`config.mk`:
```
export PLATFORM = sky130hd
export DESIGN_NAME = lift53_pipe_flat
export DESIGN_NICKNAME = d
export VERILOG_FILES = /design/src/rtl/lift53_pkg.sv /design/src/rtl/lift53_pipe_if.sv /design/src/rtl/lift53_sat.sv /design/src/rtl/lift53_pipe.sv /design/src/flat_wrapper.sv
export SDC_FILE = /design/constraint.sdc
export NUM_CORES = 1
export LEC_CHECK = 0
export ABC_AREA = 1
export ABC_CLOCK_PERIOD_IN_PS = 4450
export CAP_MARGIN = 30
export CORE_UTILIZATION = 45
export CTS_CLUSTER_SIZE = 40
export DETAILED_ROUTE_END_ITERATION = 16
export GPL_TIMING_DRIVEN = 0
export PLACE_DENSITY = 0.64
export SLEW_MARGIN = 15
export SYNTH_ARGS = -nofsm -noshare
export SYNTH_HDL_FRONTEND = slang
export SYNTH_HIERARCHICAL = 1
export SYNTH_SLANG_ARGS = --single-unit
```
`constraint.sdc`:
```
create_clock -name clk -period 4.45 [get_ports clk]
set_input_delay 0.89 -clock clk [delete_from_list [all_inputs] [get_ports clk]]
set_output_delay 0.89 -clock clk [all_outputs]
set_load 0.05 [all_outputs]
```
`src/rtl/lift53_pkg.sv`:
```
// lift53_pkg -- shared constants for the 5/3 lifting pipeline.
//   step encodings   : STEP_PREDICT (odd samples), STEP_UPDATE (even samples)
//   rounding offsets : added to the neighbour sum before the floor shift
//   shift amounts    : divide-by-2 (predict) and divide-by-4 (update)
//   needs_saturation : width-independent range test on the top three bits of a
//                      W+2-bit signed value
package lift53_pkg;

   typedef enum logic {
      STEP_PREDICT = 1'b0,
      STEP_UPDATE  = 1'b1
   } step_e;

   localparam int RND_PREDICT   = 0;
   localparam int RND_UPDATE    = 2;
   localparam int SHIFT_PREDICT = 1;
   localparam int SHIFT_UPDATE  = 2;

   // A W+2-bit signed value fits in W bits only when its three most
   // significant bits are all equal (pure sign extension).
   function automatic logic needs_saturation(input logic [2:0] msbs);
      return !((msbs == 3'b000) || (msbs == 3'b111));
   endfunction

endpackage

```
`src/rtl/lift53_pipe_if.sv`:
```
// lift53_pipe_if -- bus bundle for lift53_pipe.
//   Input beat  : in_valid/in_ready, x_left, x_center, x_right, step, fwd_res, in_last
//   Output beat : out_valid/out_ready, y, out_last
//   Status      : ovf (sticky), ovf_clr, line_cnt
// Handshake: a beat moves across a channel on a rising clock edge where both
// valid and ready are high. A producer holding valid high keeps its payload
// stable until that edge; ready never depends on the same channel's valid.
// modport slave  : the lifting pipeline's view.
// modport master : the surrounding system's (or bench's) view.
interface lift53_pipe_if #(
   parameter int W     = 24,
   parameter int CNT_W = 16
);
   logic                 in_valid;
   logic                 in_ready;
   logic signed [W-1:0]  x_left;
   logic signed [W-1:0]  x_center;
   logic signed [W-1:0]  x_right;
   logic                 step;
   logic                 fwd_res;
   logic                 in_last;
   logic                 out_valid;
   logic                 out_ready;
   logic signed [W-1:0]  y;
   logic                 out_last;
   logic                 ovf;
   logic                 ovf_clr;
   logic [CNT_W-1:0]     line_cnt;

   modport slave (
      input  in_valid, x_left, x_center, x_right, step, fwd_res, in_last,
      input  out_ready, ovf_clr,
      output in_ready, out_valid, y, out_last, ovf, line_cnt
   );

   modport master (
      output in_valid, x_left, x_center, x_right, step, fwd_res, in_last,
      output out_ready, ovf_clr,
      input  in_ready, out_valid, y, out_last, ovf, line_cnt
   );
endinterface

```
`src/rtl/lift53_sat.sv`:
```
// lift53_sat -- clamps a W+2-bit signed value into W bits.
//   din  : W+2-bit signed input
//   dout : W-bit signed result, clamped to [-2^(W-1), 2^(W-1)-1]
//   ovf  : high when clamping changed the value
module lift53_sat
   import lift53_pkg::*;
#(
   parameter int W = 24
) (
   input  logic signed [W+1:0] din,
   output logic signed [W-1:0] dout,
   output logic                ovf
);

   localparam logic signed [W-1:0] MAX_VAL = {1'b0, {(W-1){1'b1}}};
   localparam logic signed [W-1:0] MIN_VAL = {1'b1, {(W-1){1'b0}}};

   always_comb begin
      ovf = needs_saturation(din[W+1:W-1]);
      if (!ovf) begin
         dout = din[W-1:0];
      end else if (din[W+1]) begin
         dout = MIN_VAL;
      end else begin
         dout = MAX_VAL;
      end
   end

endmodule

```
`src/rtl/lift53_pipe.sv`:
```
// lift53_pipe -- two-stage 5/3 integer lifting step (predict or update,
// forward or inverse) with saturation, sticky overflow and a per-line
// output beat counter.
//   clk, rst_n : clock, asynchronous active-low reset
//   bus        : lift53_pipe_if.slave (input beat, output beat, status)
// Stage 1 registers the rounded neighbour sum with the centre sample and the
// per-beat mode bits; stage 2 applies the floor shift, the add/sub and the
// clamp, and registers y. Each stage only advances when the stage after it
// can take its contents, so a stall freezes the output register in place.
module lift53_pipe
   import lift53_pkg::*;
#(
   parameter int W     = 24,
   parameter int CNT_W = 16
) (
   input logic          clk,
   input logic          rst_n,
   lift53_pipe_if.slave bus
);

   // Stage 1 state
   logic                s1_valid;
   logic signed [W+1:0] s1_sum;
   logic signed [W-1:0] s1_center;
   logic                s1_step;
   logic                s1_fwd;
   logic                s1_last;

   // Stage 2 (output register) state
   logic                out_valid_q;
   logic signed [W-1:0] y_q;
   logic                out_last_q;
   logic                ovf_q;
   logic [CNT_W-1:0]    line_cnt_q;

   // Flow control
   logic s2_load;
   logic s1_load;

   // Datapath
   logic signed [W+1:0] rnd;
   logic signed [W+1:0] pair_sum;
   logic signed [W+1:0] delta;
   logic signed [W+1:0] center_x;
   logic signed [W+1:0] pre_sat;
   logic                add_delta;
   logic signed [W-1:0] sat_y;
   logic                sat_ovf;

   assign s2_load = !out_valid_q || bus.out_ready;
   assign s1_load = !s1_valid || s2_load;

   // ------------------------------------------------------------------
   // Stage 1 combinational: neighbour sum plus rounding offset, in W+2
   // bits so the sum of two extreme samples plus 2 cannot wrap.
   // ------------------------------------------------------------------
   always_comb begin
      rnd = (bus.step == STEP_UPDATE) ? (W+2)'(RND_UPDATE) : (W+2)'(RND_PREDICT);
      pair_sum = {{2{bus.x_left[W-1]}},  bus.x_left}
               + {{2{bus.x_right[W-1]}}, bus.x_right}
               + rnd;
   end

   always_ff @(posedge clk or negedge rst_n) begin
      if (!rst_n) begin
         s1_valid  <= 1'b0;
         s1_sum    <= '0;
         s1_center <= '0;
         s1_step   <= 1'b0;
         s1_fwd    <= 1'b0;
         s1_last   <= 1'b0;
      end else if (s1_load) begin
         s1_valid  <= bus.in_valid;
         s1_sum    <= pair_sum;
         s1_center <= bus.x_center;
         s1_step   <= bus.step;
         s1_fwd    <= bus.fwd_res;
         s1_last   <= bus.in_last;
      end
   end

   // ------------------------------------------------------------------
   // Stage 2 combinational: arithmetic shift gives floor division for
   // negative sums too. Predict subtracts in the forward direction and
   // adds in the inverse; update does the opposite.
   // ------------------------------------------------------------------
   always_comb begin
      if (s1_step == STEP_UPDATE) begin
         delta     = s1_sum >>> SHIFT_UPDATE;
         add_delta = s1_fwd;
      end else begin
         delta     = s1_sum >>> SHIFT_PREDICT;
         add_delta = !s1_fwd;
      end
      center_x = {{2{s1_center[W-1]}}, s1_center};
      pre_sat  = add_delta ? (center_x + delta) : (center_x - delta);
   end

   lift53_sat #(.W(W)) u_sat (
      .din  (pre_sat),
      .dout (sat_y),
      .ovf  (sat_ovf)
   );

   always_ff @(posedge clk or negedge rst_n) begin
      if (!rst_n) begin
         out_valid_q <= 1'b0;
         y_q         <= '0;
         out_last_q  <= 1'b0;
      end else if (s2_load) begin
         out_valid_q <= s1_valid;
         if (s1_valid) begin
            y_q        <= sat_y;
            out_last_q <= s1_last;
         end
      end
   end

   // Sticky overflow: a saturated beat entering the output register takes
   // priority over a simultaneous clear, so no overflow event is lost.
   always_ff @(posedge clk or negedge rst_n) begin
      if (!rst_n) begin
         ovf_q <= 1'b0;
      end else if (s2_load && s1_valid && sat_ovf) begin
         ovf_q <= 1'b1;
      end else if (bus.ovf_clr) begin
         ovf_q <= 1'b0;
      end
   end

   // Counts output transfers within a line; the last beat of a line
   // returns it to zero. Free-running wrap at the counter width.
   always_ff @(posedge clk or negedge rst_n) begin
      if (!rst_n) begin
         line_cnt_q <= '0;
      end else if (out_valid_q && bus.out_ready) begin
         if (out_last_q) begin
            line_cnt_q <= '0;
         end else begin
            line_cnt_q <= line_cnt_q + {{(CNT_W-1){1'b0}}, 1'b1};
         end
      end
   end

   assign bus.in_ready  = s1_load;
   assign bus.out_valid = out_valid_q;
   assign bus.y         = y_q;
   assign bus.out_last  = out_last_q;
   assign bus.ovf       = ovf_q;
   assign bus.line_cnt  = line_cnt_q;

endmodule

```
`src/flat_wrapper.sv`:
```
// flat-port wrapper written by rule: the top's interface ports become plain ports
module lift53_pipe_flat import lift53_pkg::*;
#(
   parameter int W     = 24,
   parameter int CNT_W = 16
)
  (clk, rst_n, bus_in_valid, bus_x_left, bus_x_center, bus_x_right, bus_step, bus_fwd_res, bus_in_last, bus_out_ready, bus_ovf_clr, bus_in_ready, bus_out_valid, bus_y, bus_out_last, bus_ovf, bus_line_cnt);
  lift53_pipe_if #(.W(W), .CNT_W(CNT_W)) bus_i ();
  input logic clk;
  input logic rst_n;
  input wire logic [$bits(bus_i.in_valid)-1:0] bus_in_valid;
  input wire logic [$bits(bus_i.x_left)-1:0] bus_x_left;
  input wire logic [$bits(bus_i.x_center)-1:0] bus_x_center;
  input wire logic [$bits(bus_i.x_right)-1:0] bus_x_right;
  input wire logic [$bits(bus_i.step)-1:0] bus_step;
  input wire logic [$bits(bus_i.fwd_res)-1:0] bus_fwd_res;
  input wire logic [$bits(bus_i.in_last)-1:0] bus_in_last;
  input wire logic [$bits(bus_i.out_ready)-1:0] bus_out_ready;
  input wire logic [$bits(bus_i.ovf_clr)-1:0] bus_ovf_clr;
  output wire logic [$bits(bus_i.in_ready)-1:0] bus_in_ready;
  output wire logic [$bits(bus_i.out_valid)-1:0] bus_out_valid;
  output wire logic [$bits(bus_i.y)-1:0] bus_y;
  output wire logic [$bits(bus_i.out_last)-1:0] bus_out_last;
  output wire logic [$bits(bus_i.ovf)-1:0] bus_ovf;
  output wire logic [$bits(bus_i.line_cnt)-1:0] bus_line_cnt;
  assign bus_i.in_valid = bus_in_valid;
  assign bus_i.x_left = bus_x_left;
  assign bus_i.x_center = bus_x_center;
  assign bus_i.x_right = bus_x_right;
  assign bus_i.step = bus_step;
  assign bus_i.fwd_res = bus_fwd_res;
  assign bus_i.in_last = bus_in_last;
  assign bus_i.out_ready = bus_out_ready;
  assign bus_i.ovf_clr = bus_ovf_clr;
  assign bus_in_ready = bus_i.in_ready;
  assign bus_out_valid = bus_i.out_valid;
  assign bus_y = bus_i.y;
  assign bus_out_last = bus_i.out_last;
  assign bus_ovf = bus_i.ovf;
  assign bus_line_cnt = bus_i.line_cnt;
  lift53_pipe #(.W(W), .CNT_W(CNT_W)) u_core (.clk(clk), .rst_n(rst_n), .bus(bus_i));
endmodule
```
==> results.sh, run 1 <==
export IMPL_synth_edf_count=0
export IMPL_crit_path_cell_trace="clkdlybuf4s50_1, inv_1, nand2_1, nor2_1, inv_1, clkbuf_1, clkbuf_1, dlygate4sd2_1"
export IMPL_die_area_um2=19600
export IMPL_final_net_count=1580
export IMPL_irDropWorstVdd_v=0.000243
export IMPL_clk_latency_ns=0.36
export IMPL_rr_worst_depth=24
export IMPL_status="completed"
export IMPL_relSlewSlack_pct=52.0
export IMPL_critPathMaxStageDelay_ns=0.59
export IMPL_synthesis_area_um2=8590
export IMPL_cts_root_buf="clkbuf_16"
export IMPL_coreArea_um2=18700
export IMPL_antenna_left=0
export IMPL_syn2layout_area_growth_pct=22.0
export IMPL_design_area_um2=10500
export IMPL_wl_per_cell_um=13.5
export IMPL_crit_buf_inv=6
export IMPL_num_io_pins=124
export IMPL_drt_total_wl_um=22400
export IMPL_avgSynthCellArea_um2=6.67
export IMPL_pwr_density_cell_nw_per_um2=517
export IMPL_fmax_mhz=237
export IMPL_slowest_stage="dlygate4sd2_1"
export IMPL_path_clk_slew_ns=0.07
export IMPL_dpl_cell_area_um2=10100
export IMPL_skew_ns=0.00854
export IMPL_numClockSinks=96
export IMPL_via_count=8339
export IMPL_async_flop_share_pct=100
export IMPL_critPathTopFamily="buffers and inverters"
export IMPL_drt_first_pass_iters=5
export IMPL_finalSetupTns_ns=0
export IMPL_initial_core_util_pct=45.9
export IMPL_io_buffers=123
export IMPL_grt_ovfl_total=0
export IMPL_grt_antenna_before_repair=0
export IMPL_pwr_share_seq_pct=22.7
export IMPL_period_minus_slack_ns=4.21
export IMPL_synth_seq_area_share_pct=28.0
export IMPL_critPathKind="in2out"
export IMPL_clkPwrFrac_pct=14.4
export IMPL_viasPerCell=5.02
export IMPL_hold_violations=0
export IMPL_yosysTopAreaCell="dfrtp_1"
export IMPL_drv_slew=0
export IMPL_die_w_um=140
export IMPL_p_leak_nw=5.36
export IMPL_netlist_cell_type_count=47
export IMPL_num_rows=50
export IMPL_drt_iter0_drc=420
export IMPL_cap_violations=0
export IMPL_synth_top_flop_cell="dfrtp_1"
export IMPL_end_kind="output pin"
export IMPL_cp_arrival_ns=3.32
export IMPL_cts_tree="built"
export IMPL_grt_total_usage_pct=24.0
export IMPL_power_switching_w=0.00266
export IMPL_numCtsBuffers=9
export IMPL_finalSetupViolCount=0
export IMPL_cp_start_kind="primary input"
export IMPL_p_sw_share_pct=49.1
export IMPL_p_int_w=0.00276
export IMPL_fillers=1888
export IMPL_synthCells=1287
export IMPL_grt_pass1_vias=7787
export IMPL_yosysTopAreaCellShare_pct=28.0
export IMPL_cts_max_level=3
export IMPL_cts_buffer_depth=2
export IMPL_mostFrequentLayoutCells="475 x nand2_1, 133 x inv_1, 121 x clkdlybuf4s50_1"
export IMPL_dpl_hpwl_um=18800
export IMPL_yosysWarnings=6
export IMPL_grt_pass1_wl_um=37500
export IMPL_chipHeight_um=140
export IMPL_drc=0
export IMPL_final_util_pct=56.0
export IMPL_grt_max_degree=56
export IMPL_path_depth=8
export IMPL_tightest_slew_ns=0.720
export IMPL_synth_fp_nets=1444
export IMPL_routabilityCongestion=0.911
export IMPL_period_share_pct=94.7
export IMPL_crit_fanout=10
export IMPL_diodes=0
export IMPL_worst_ep_required_time_ns=3.56
export IMPL_drive_above_1_share_pct=6.79
export IMPL_totalPowerFinal_w=0.00542
export IMPL_hold_path_class="in2async"
export IMPL_synth_seq_cells=96
export IMPL_grt_setup_unrepaired="false"
export IMPL_layout_commonest_cell="nand2_1"
export IMPL_yosys_top_cells_area="dfrtp_1 28%, nand2_1 21%, ha_1 11%"
export IMPL_power_frac_comb_pct=62.9
## per-stage QoR
stage | instances | worst slack [ns] | hold slack [ns]
after global routing | 1662 | 0.0160 | 0.463
after detailed placement | 1645 | -0.127 | 0.472
after floorplan | 1287 | 0.857 | 0.449
after CTS | 1661 | 0.158 | 0.439
after global placement | 1644 | -1.15 | 0.469
final | 1662 | 0.235 | 0.432
## synthesized netlist by cell type (all sizes together), types with 14 or more instances
library cell,number
nand2,488
inv,135
nor2,116
dfrtp,96
ha,74
o21ai,73
nand3,69
a21oi,68
xor2,37
mux2,24
nand4,19
buf,15
clkbuf,14
nor3,14
## power groups by stage
stage	logic (W)	clock network, W	registers, W
2_1_floorplan	0.00201	0	0.00169
3_3_place_gp	0.00335	0	0.00125
3_5_place_dp	0.00339	0	0.00125
4_1_cts	0.00340	0.000811	0.00123
5_1_grt	0.00380	0.000838	0.00126
6_report	0.00341	0.000781	0.00123
## what timing repair did
| item | in CTS | in global routing |
|---|---|---|
| endpoints found under the setup margin | 1 | 23 |
| resized for setup | 1 | 9 |
| buffers inserted | 0 | 1 |
| hold buffers | 0 | 0 |
| pin swaps | 0 | 2 |
| endpoints found under the hold margin | 0 | 0 |
## state kept, by name, summed over array words and instances, names as in the netlist
name                  count
u_core/s1_step            1
u_core/bus.y             24
u_core/s1_fwd             1
u_core/bus.line_cnt      16
u_core/s1_sum            25
u_core/s1_valid           1
u_core/bus.out_last       1
u_core/bus.out_valid      1
u_core/bus.ovf            1
u_core/s1_center         24
u_core/s1_last            1
## cell type report
| class | count | area [um^2] | share of cell area [%] |
|---|---|---|---|
| Timing Repair Buffer | 125 | 1270 | 12.1 |
| Inverter | 135 | 507 | 4.84 |
| Sequential cell | 96 | 2400 | 22.9 |
| Multi-Input combinational cell | 1027 | 5530 | 52.8 |
| Buffer | 29 | 180 | 1.72 |
| Clock inverter | 6 | 61.3 | 0.585 |
| Clock buffer | 10 | 239 | 2.28 |
| Tap cell | 234 | 293 | 2.79 |
## cells by family (layout without fill, tap and decap cells)
kind of cell | Yosys count | in the layout | share of synthesized area, %
buf+inv | 164 | 305 | 7.98
compound gates | 162 | 162 | 10.2
mux | 24 | 24 | 3.15
xor+xnor | 44 | 44 | 4.49
flops | 96 | 96 | 28.0
fa+ha+maj | 77 | 77 | 11.5
simple gates | 720 | 720 | 34.7
## routing by layer
metal | vias up | global-route usage [%] | routed length (um)
met1 | 3690 | 30.4 | 10100
li1 | 4431 | - | -
met3 | 37 | 1.64 | 672
met2 | 181 | 42.7 | 11000
met5 | - | 0 | 0
met4 | 0 | 8.91 | 554
## worst register-to-register path, cell delays in order, from the launching register on
cell and delay (ns):
dfrtp_1 0.38, buf_6 0.16, buf_12 0.14, nand2_1 0.06, nand2_2 0.10, ha_1 0.17
nand3_1 0.17, nor2_1 0.37, nor2_1 0.09, xor2_1 0.15, inv_1 0.07, ha_1 0.35
a21o_1 0.23, nor2_1 0.11, nand3_1 0.20, nand2_1 0.11, nand3_1 0.10, inv_1 0.06
nand3_1 0.07, nand2_1 0.18, inv_1 0.12, o21ai_4 0.10, buf_4 0.20, nand2_1 0.07
mux2_2 0.25
## worst paths after layout
path,startpoint,endpoint,slack [ns]
min in group clk,u_core/s1_center[7],u_core/s1_center[7],0.49
setup reg to reg,u_core/s1_step,u_core/bus.y[13],0.33
setup / recovery,bus_out_ready,bus_in_ready,0.24
hold / removal,rst_n,u_core/bus.y[8],0.43
hold reg to reg,u_core/s1_center[7],u_core/s1_center[7],0.49
max in group asynchronous,rst_n,u_core/s1_sum[21],3.41
Power figures use the tool's default switching activity.
==> run 2: changes to the inputs <==
--- a/config.mk
+++ b/config.mk
@@ -8,11 +8,14 @@
 export ABC_AREA = 1
 export ABC_CLOCK_PERIOD_IN_PS = 4450
 export CAP_MARGIN = 30
+export CORE_MARGIN = 8
 export CORE_UTILIZATION = 45
+export CTS_BUF_LIST = sky130_fd_sc_hd__clkbuf_16
 export CTS_CLUSTER_SIZE = 40
 export DETAILED_ROUTE_END_ITERATION = 16
 export GPL_TIMING_DRIVEN = 0
 export PLACE_DENSITY = 0.64
+export SKIP_LAST_GASP = 1
 export SLEW_MARGIN = 15
 export SYNTH_ARGS = -nofsm -noshare
 export SYNTH_HDL_FRONTEND = slang
==> run 2 against run 1 <==
Compared with the run above:
- combinational power hardly changed
- critical path depth unchanged
- sequential power hardly changed
- sequential share of layout area about the same
- largest power group unchanged
==> results.sh, run 2 (same netlist as run 1, synthesis figures left out) <==
export IMPL_wl_per_cell_um=14.1
export IMPL_io_buffers=123
export IMPL_crit_end="bus_in_ready"
export IMPL_numCtsBuffers=9
export IMPL_hold_buffers=0
export IMPL_fillers=1884
export IMPL_worstSetupStartpoint="bus_out_ready"
export IMPL_post_place_ws_ns=-0.152
export IMPL_dpl_cell_area_um2=10100
export IMPL_layout_commonest_cell="nand2_1"
export IMPL_placed_cells=1645
export IMPL_rr_worst_depth=28
export IMPL_cts_max_level=3
export IMPL_drt_iter0_drc=353
export IMPL_fmax_mhz=236
export IMPL_cts_root_buf="clkbuf_16"
export IMPL_via_count=8378
export IMPL_tightest_slew_ns=0.699
export IMPL_initial_core_util_pct=45.9
export IMPL_crit_fanout=10
export IMPL_cap_violations=0
export IMPL_met1_usage_pct=24.4
export IMPL_p_leak_nw=5.36
export IMPL_r2r_start="u_core/s1_step"
export IMPL_antenna_left=0
export IMPL_cts_tree="built"
export IMPL_worst_r2r_endpoint="u_core/bus.y[2]"
export IMPL_path_clk_slew_ns=0.08
export IMPL_chipHeight_um=154
export IMPL_grt_pass1_vias=8262
export IMPL_finalSetupTns_ns=0
export IMPL_syn2layout_area_growth_pct=22.0
export IMPL_grt_setup_unrepaired="false"
export IMPL_cp_arrival_ns=3.35
export IMPL_num_io_pins=124
export IMPL_hold_violations=0
export IMPL_cp_start_kind="primary input"
export IMPL_coreArea_um2=18700
export IMPL_regMostFlops="u_core/s1_sum"
export IMPL_drive_above_1_share_pct=6.65
export IMPL_pwr_density_cell_nw_per_um2=520
export IMPL_grt_antenna_before_repair=1
export IMPL_drv_slew=0
export IMPL_grt_busiest_layer="met2"
export IMPL_drc=0
export IMPL_drt_first_pass_iters=5
export IMPL_grt_pass1_wl_um=39500
export IMPL_numClockSinks=96
export IMPL_hold_path_class="in2async"
export IMPL_period_minus_slack_ns=4.24
export IMPL_grt_use_met3_pct=2.41
export IMPL_use_met2_pct=36.1
export IMPL_relSlewSlack_pct=53.4
export IMPL_routabilityCongestion=0.910
export IMPL_status="completed"
export IMPL_r2r_setup_slack_ns=0.28
export IMPL_irDropWorstVdd_v=0.000212
export IMPL_period_share_pct=95.2
export IMPL_grt_max_degree=50
export IMPL_die_area_um2=23800
export IMPL_skew_ns=0.0134
export IMPL_die_w_um=154
export IMPL_design_area_um2=10500
export IMPL_largest_reg_flops=25
export IMPL_grt_ovfl_total=0
export IMPL_end_kind="output pin"
export IMPL_clk_latency_ns=0.36
export IMPL_fin_ws_ns=0.213
export IMPL_critPathKind="in2out"
export IMPL_num_rows=50
export IMPL_totalPowerFinal_w=0.00545
export IMPL_viasPerCell=5.04
export IMPL_finalSetupViolCount=0
export IMPL_cts_buffer_depth=2
export IMPL_drt_total_wl_um=23400
export IMPL_grt_total_usage_pct=20.2
export IMPL_mostFrequentLayoutCells="475 x nand2_1, 134 x inv_1, 121 x clkdlybuf4s50_1"
export IMPL_worst_ep_required_time_ns=3.56
export IMPL_final_net_count=1580
export IMPL_dpl_hpwl_um=19600
export IMPL_stdcell_count=1663
-- run 2: cell count changes in the layout (fill, tap and decap cells not counted), sizes merged --
cell / previous run / this run
clkinv: 2 / 0
clkbuf: 25 / 23
buf: 17 / 18
diode: 0 / 1
inv: 138 / 139
bufinv: 0 / 1
clkinvlp: 1 / 2
-- run 2: layout make-up --
cell class	instances	area, um^2	share of cell area (%)
diodes	1	2.50	0.0239
clock buffers	9	225	2.15
multi-input cells	1027	5530	52.7
inverters	135	507	4.83
plain buffers	29	180	1.72
clock inverters	7	77.6	0.740
flip-flops and latches	96	2400	22.9
repair buffers	125	1270	12.1
well taps	234	293	2.79
-- run 2: where the power goes --
group / leakage, nW / switching (W) / internal, W
clock: 0.146 / 0.000364 / 0.000442
combinational: 4.06 / 0.00216 / 0.00125
sequential: 1.15 / 0.000135 / 0.00110
total: 5.36 / 0.00266 / 0.00279
-- run 2: worst min path at each step --
stage                             start                      to  slack, ns  depth (start not counted)
floorplan             u_core/s1_sum[23]       u_core/s1_sum[23]       0.45                          2
global placement       u_core/s1_sum[2]        u_core/s1_sum[2]       0.47                          2
detailed placement  u_core/s1_center[9]     u_core/s1_center[9]       0.47                          2
CTS                               rst_n  u_core/bus.line_cnt[4]       0.47                          1
global route                      rst_n  u_core/bus.line_cnt[4]       0.49                          1
finish                            rst_n  u_core/bus.line_cnt[4]       0.45                          1
-- run 2: repair_timing --
action,CTS,global route
pin swaps,0,4
gates resized for setup,1,9
buffers inserted,0,1
endpoints found under the hold margin,0,0
endpoints found under the setup margin,1,21
-- run 2: per-stage QoR --
step,hold WS (ns),util (%)
finish,0.448,56.0
detailed placement,0.472,54.2
floorplan,0.449,-
global placement,0.468,54.1
global route,0.487,56.0
CTS,0.469,55.8
-- run 2: critical path: stages --
cell,delay (ns)
clkdlybuf4s50_1,0.48
inv_1,0.05
nand2_1,0.14
nor2_1,0.17
inv_1,0.10
clkbuf_1,0.45
buf_1,0.47
dlygate4sd2_1,0.59
-- run 2: routing by layer --
metal,vias up,part of all wire [%]
met5,-,0
met4,0,2.4
met3,38,2.9
met2,147,49
met1,3770,45
li1,4423,-
==> run 3: changes to the inputs <==
--- a/config.mk
+++ b/config.mk
@@ -13,7 +13,7 @@
 export CTS_BUF_LIST = sky130_fd_sc_hd__clkbuf_16
 export CTS_CLUSTER_SIZE = 40
 export DETAILED_ROUTE_END_ITERATION = 16
-export GPL_TIMING_DRIVEN = 0
+export GPL_TIMING_DRIVEN = 1
 export PLACE_DENSITY = 0.64
 export SKIP_LAST_GASP = 1
 export SLEW_MARGIN = 15
==> run 3 against run 2 <==
Compared with the run above:
- utilization is 0.63 points lower
- count of clock-buffer cells in the layout stayed put
- largest cell class unchanged
- register-to-register slack better by 0.12 ns
- largest power group unchanged
- hold slack worse by 0.035 ns
- first-iteration DRC count is 6.2% higher
- flip-flop and latch count stayed put
- sequential share of layout area is 0.27 points higher
- final cell count is 1.4% lower
- setup slack better by 0.18 ns
- critical path depth is 15 higher
==> results.sh, run 3 (same netlist as run 1, synthesis figures left out) <==
export IMPL_seqCellArea_um2=2400
export IMPL_chipHeight_um=154
export IMPL_drc=0
export IMPL_cp_arrival_ns=4.30
export IMPL_crit_fanout=23
export IMPL_path_clk_slew_ns=0.08
export IMPL_met1_usage_pct=24.2
export IMPL_end_kind="flop"
export IMPL_fillers=1904
export IMPL_drt_total_wl_um=23100
export IMPL_numClockSinks=96
export IMPL_num_rows=50
export IMPL_final_util_pct=55.4
export IMPL_numCtsBuffers=9
export IMPL_mostFrequentLayoutCells="474 x nand2_1, 132 x inv_1, 121 x clkdlybuf4s50_1"
export IMPL_slowest_stage="dfrtp_2"
export IMPL_irDropWorstVdd_v=0.000228
export IMPL_path_common_cell="nand2_1"
export IMPL_largest_reg_flops=25
export IMPL_p_leak_nw=5.31
export IMPL_hold_buffers=0
export IMPL_cts_root_buf="clkbuf_16"
export IMPL_design_area_um2=10400
export IMPL_hold_violations=0
export IMPL_initial_core_util_pct=45.9
export IMPL_cts_tree="built"
export IMPL_die_w_um=154
export IMPL_power_switching_w=0.00269
export IMPL_finalSetupTns_ns=0
export IMPL_clkPwrFrac_pct=14.4
export IMPL_hold_path_class="in2async"
export IMPL_drt_iter0_drc=375
export IMPL_cts_buffer_depth=2
export IMPL_relSlewSlack_pct=57.8
export IMPL_viasPerCell=5.07
export IMPL_critPathMaxStageDelay_ns=0.47
export IMPL_pwr_share_seq_pct=23.1
export IMPL_crit_path_cell_trace="inv_2, nand2_1, nand2_1, ha_1, nand3_1, nor2_4, nand3b_4, nor2_4, nand2_1, nand3_1, nand2_1, ha_1, a21oi_1, nor2_1, or2_2, a21oi_1, nand3_1, nand2_1, nand2_1, o21ai_2, buf_6, nand2_1, mux2_2"
export IMPL_syn2layout_area_growth_pct=20.7
export IMPL_tightest_slew_ns=0.632
export IMPL_drive_above_1_share_pct=6.26
export IMPL_p_sw_share_pct=49.8
export IMPL_coreArea_um2=18700
export IMPL_crit_buf_inv=2
export IMPL_skew_ns=0.0144
export IMPL_status="completed"
export IMPL_cts_max_level=3
export IMPL_io_buffers=123
export IMPL_num_io_pins=124
export IMPL_multi_input_area_um2=5520
export IMPL_layout_commonest_cell="nand2_1"
export IMPL_grt_total_usage_pct=19.8
export IMPL_antenna_left=0
export IMPL_clk_latency_ns=0.36
export IMPL_critPathKind="reg2reg"
export IMPL_diodes=0
export IMPL_wl_per_cell_um=14.1
export IMPL_grt_pass1_vias=8264
export IMPL_routabilityCongestion=0.900
export IMPL_period_share_pct=91.1
export IMPL_use_met2_pct=35.7
export IMPL_grt_busiest_layer="met2"
export IMPL_drv_slew=0
export IMPL_dpl_cell_area_um2=10100
export IMPL_die_area_um2=23800
export IMPL_cap_violations=0
export IMPL_worst_ep_required_time_ns=4.70
export IMPL_grt_antenna_before_repair=0
export IMPL_grt_ovfl_total=0
export IMPL_critPathTopFamily="simple AND/OR/NAND/NOR gates"
export IMPL_period_minus_slack_ns=4.05
export IMPL_dpl_hpwl_um=19100
export IMPL_grt_pass1_wl_um=39200
export IMPL_r2r_setup_slack_ns=0.40
export IMPL_grt_setup_unrepaired="false"
export IMPL_finalSetupViolCount=0
export IMPL_via_count=8321
export IMPL_drt_first_pass_iters=7
export IMPL_cp_start_kind="flop"
export IMPL_regMostFlops="u_core/s1_sum"
export IMPL_fmax_mhz=247
export IMPL_power_frac_comb_pct=62.5
export IMPL_grt_max_degree=57
export IMPL_final_net_count=1558
export IMPL_grt_use_met3_pct=1.93
export IMPL_p_int_w=0.00271
export IMPL_pwr_density_cell_nw_per_um2=520
-- run 3: path summary, 6_finish.rpt --
check,end,cells past startpoint,startpoint
worst max register to register,u_core/bus.y[4],23,u_core/s1_step
max in group asynchronous,u_core/bus.y[20],2,rst_n
worst min-delay path,u_core/bus.line_cnt[3],1,rst_n
worst min register to register,u_core/s1_sum[23],2,u_core/s1_sum[23]
worst max-delay path,u_core/bus.y[4],23,u_core/s1_step
min in group clk,u_core/s1_sum[23],2,u_core/s1_sum[23]
-- run 3: layer usage --
layer  part of all wire, %  routed length (um)
met4                   2.0                 468
met5                     0                   0
met3                   2.8                 653
met1                    46               10600
met2                    49               11400
-- run 3: timing repair --
item / 4_1_cts / 5_1_grt
gates resized for setup: 0 / 7
endpoints found under the setup margin: 0 / 23
endpoints found under the hold margin: 0 / 0
setup buffers: 0 / 0
-- run 3: through the flow --
stage	worst slack (ns)	instances	hold slack [ns]	power (W)
3_3_place_gp	0.351	1622	0.470	0.00458
3_5_place_dp	0.272	1624	0.466	0.00462
2_1_floorplan	0.857	1287	0.449	0.00370
4_1_cts	0.255	1640	0.426	0.00542
6_report	0.396	1640	0.413	0.00539
5_1_grt	0.00306	1640	0.453	0.00587
-- run 3: power by group through the flow --
stage               clock network [W]  logic, W  registers, W
CTS                          0.000801   0.00337       0.00125
floorplan                           0   0.00201       0.00169
global placement                    0   0.00332       0.00126
finish                       0.000778   0.00337       0.00125
global route                 0.000821   0.00377       0.00128
detailed placement                  0   0.00336       0.00126
-- run 3: cell type report --
type,count,share of cell area (%)
clock buffer,9,2.17
clock inverter,7,0.592
tap,234,2.83
multi-input combinational,1027,53.3
timing repair buffer,132,13.0
sequential,96,23.2
inverter,135,4.89
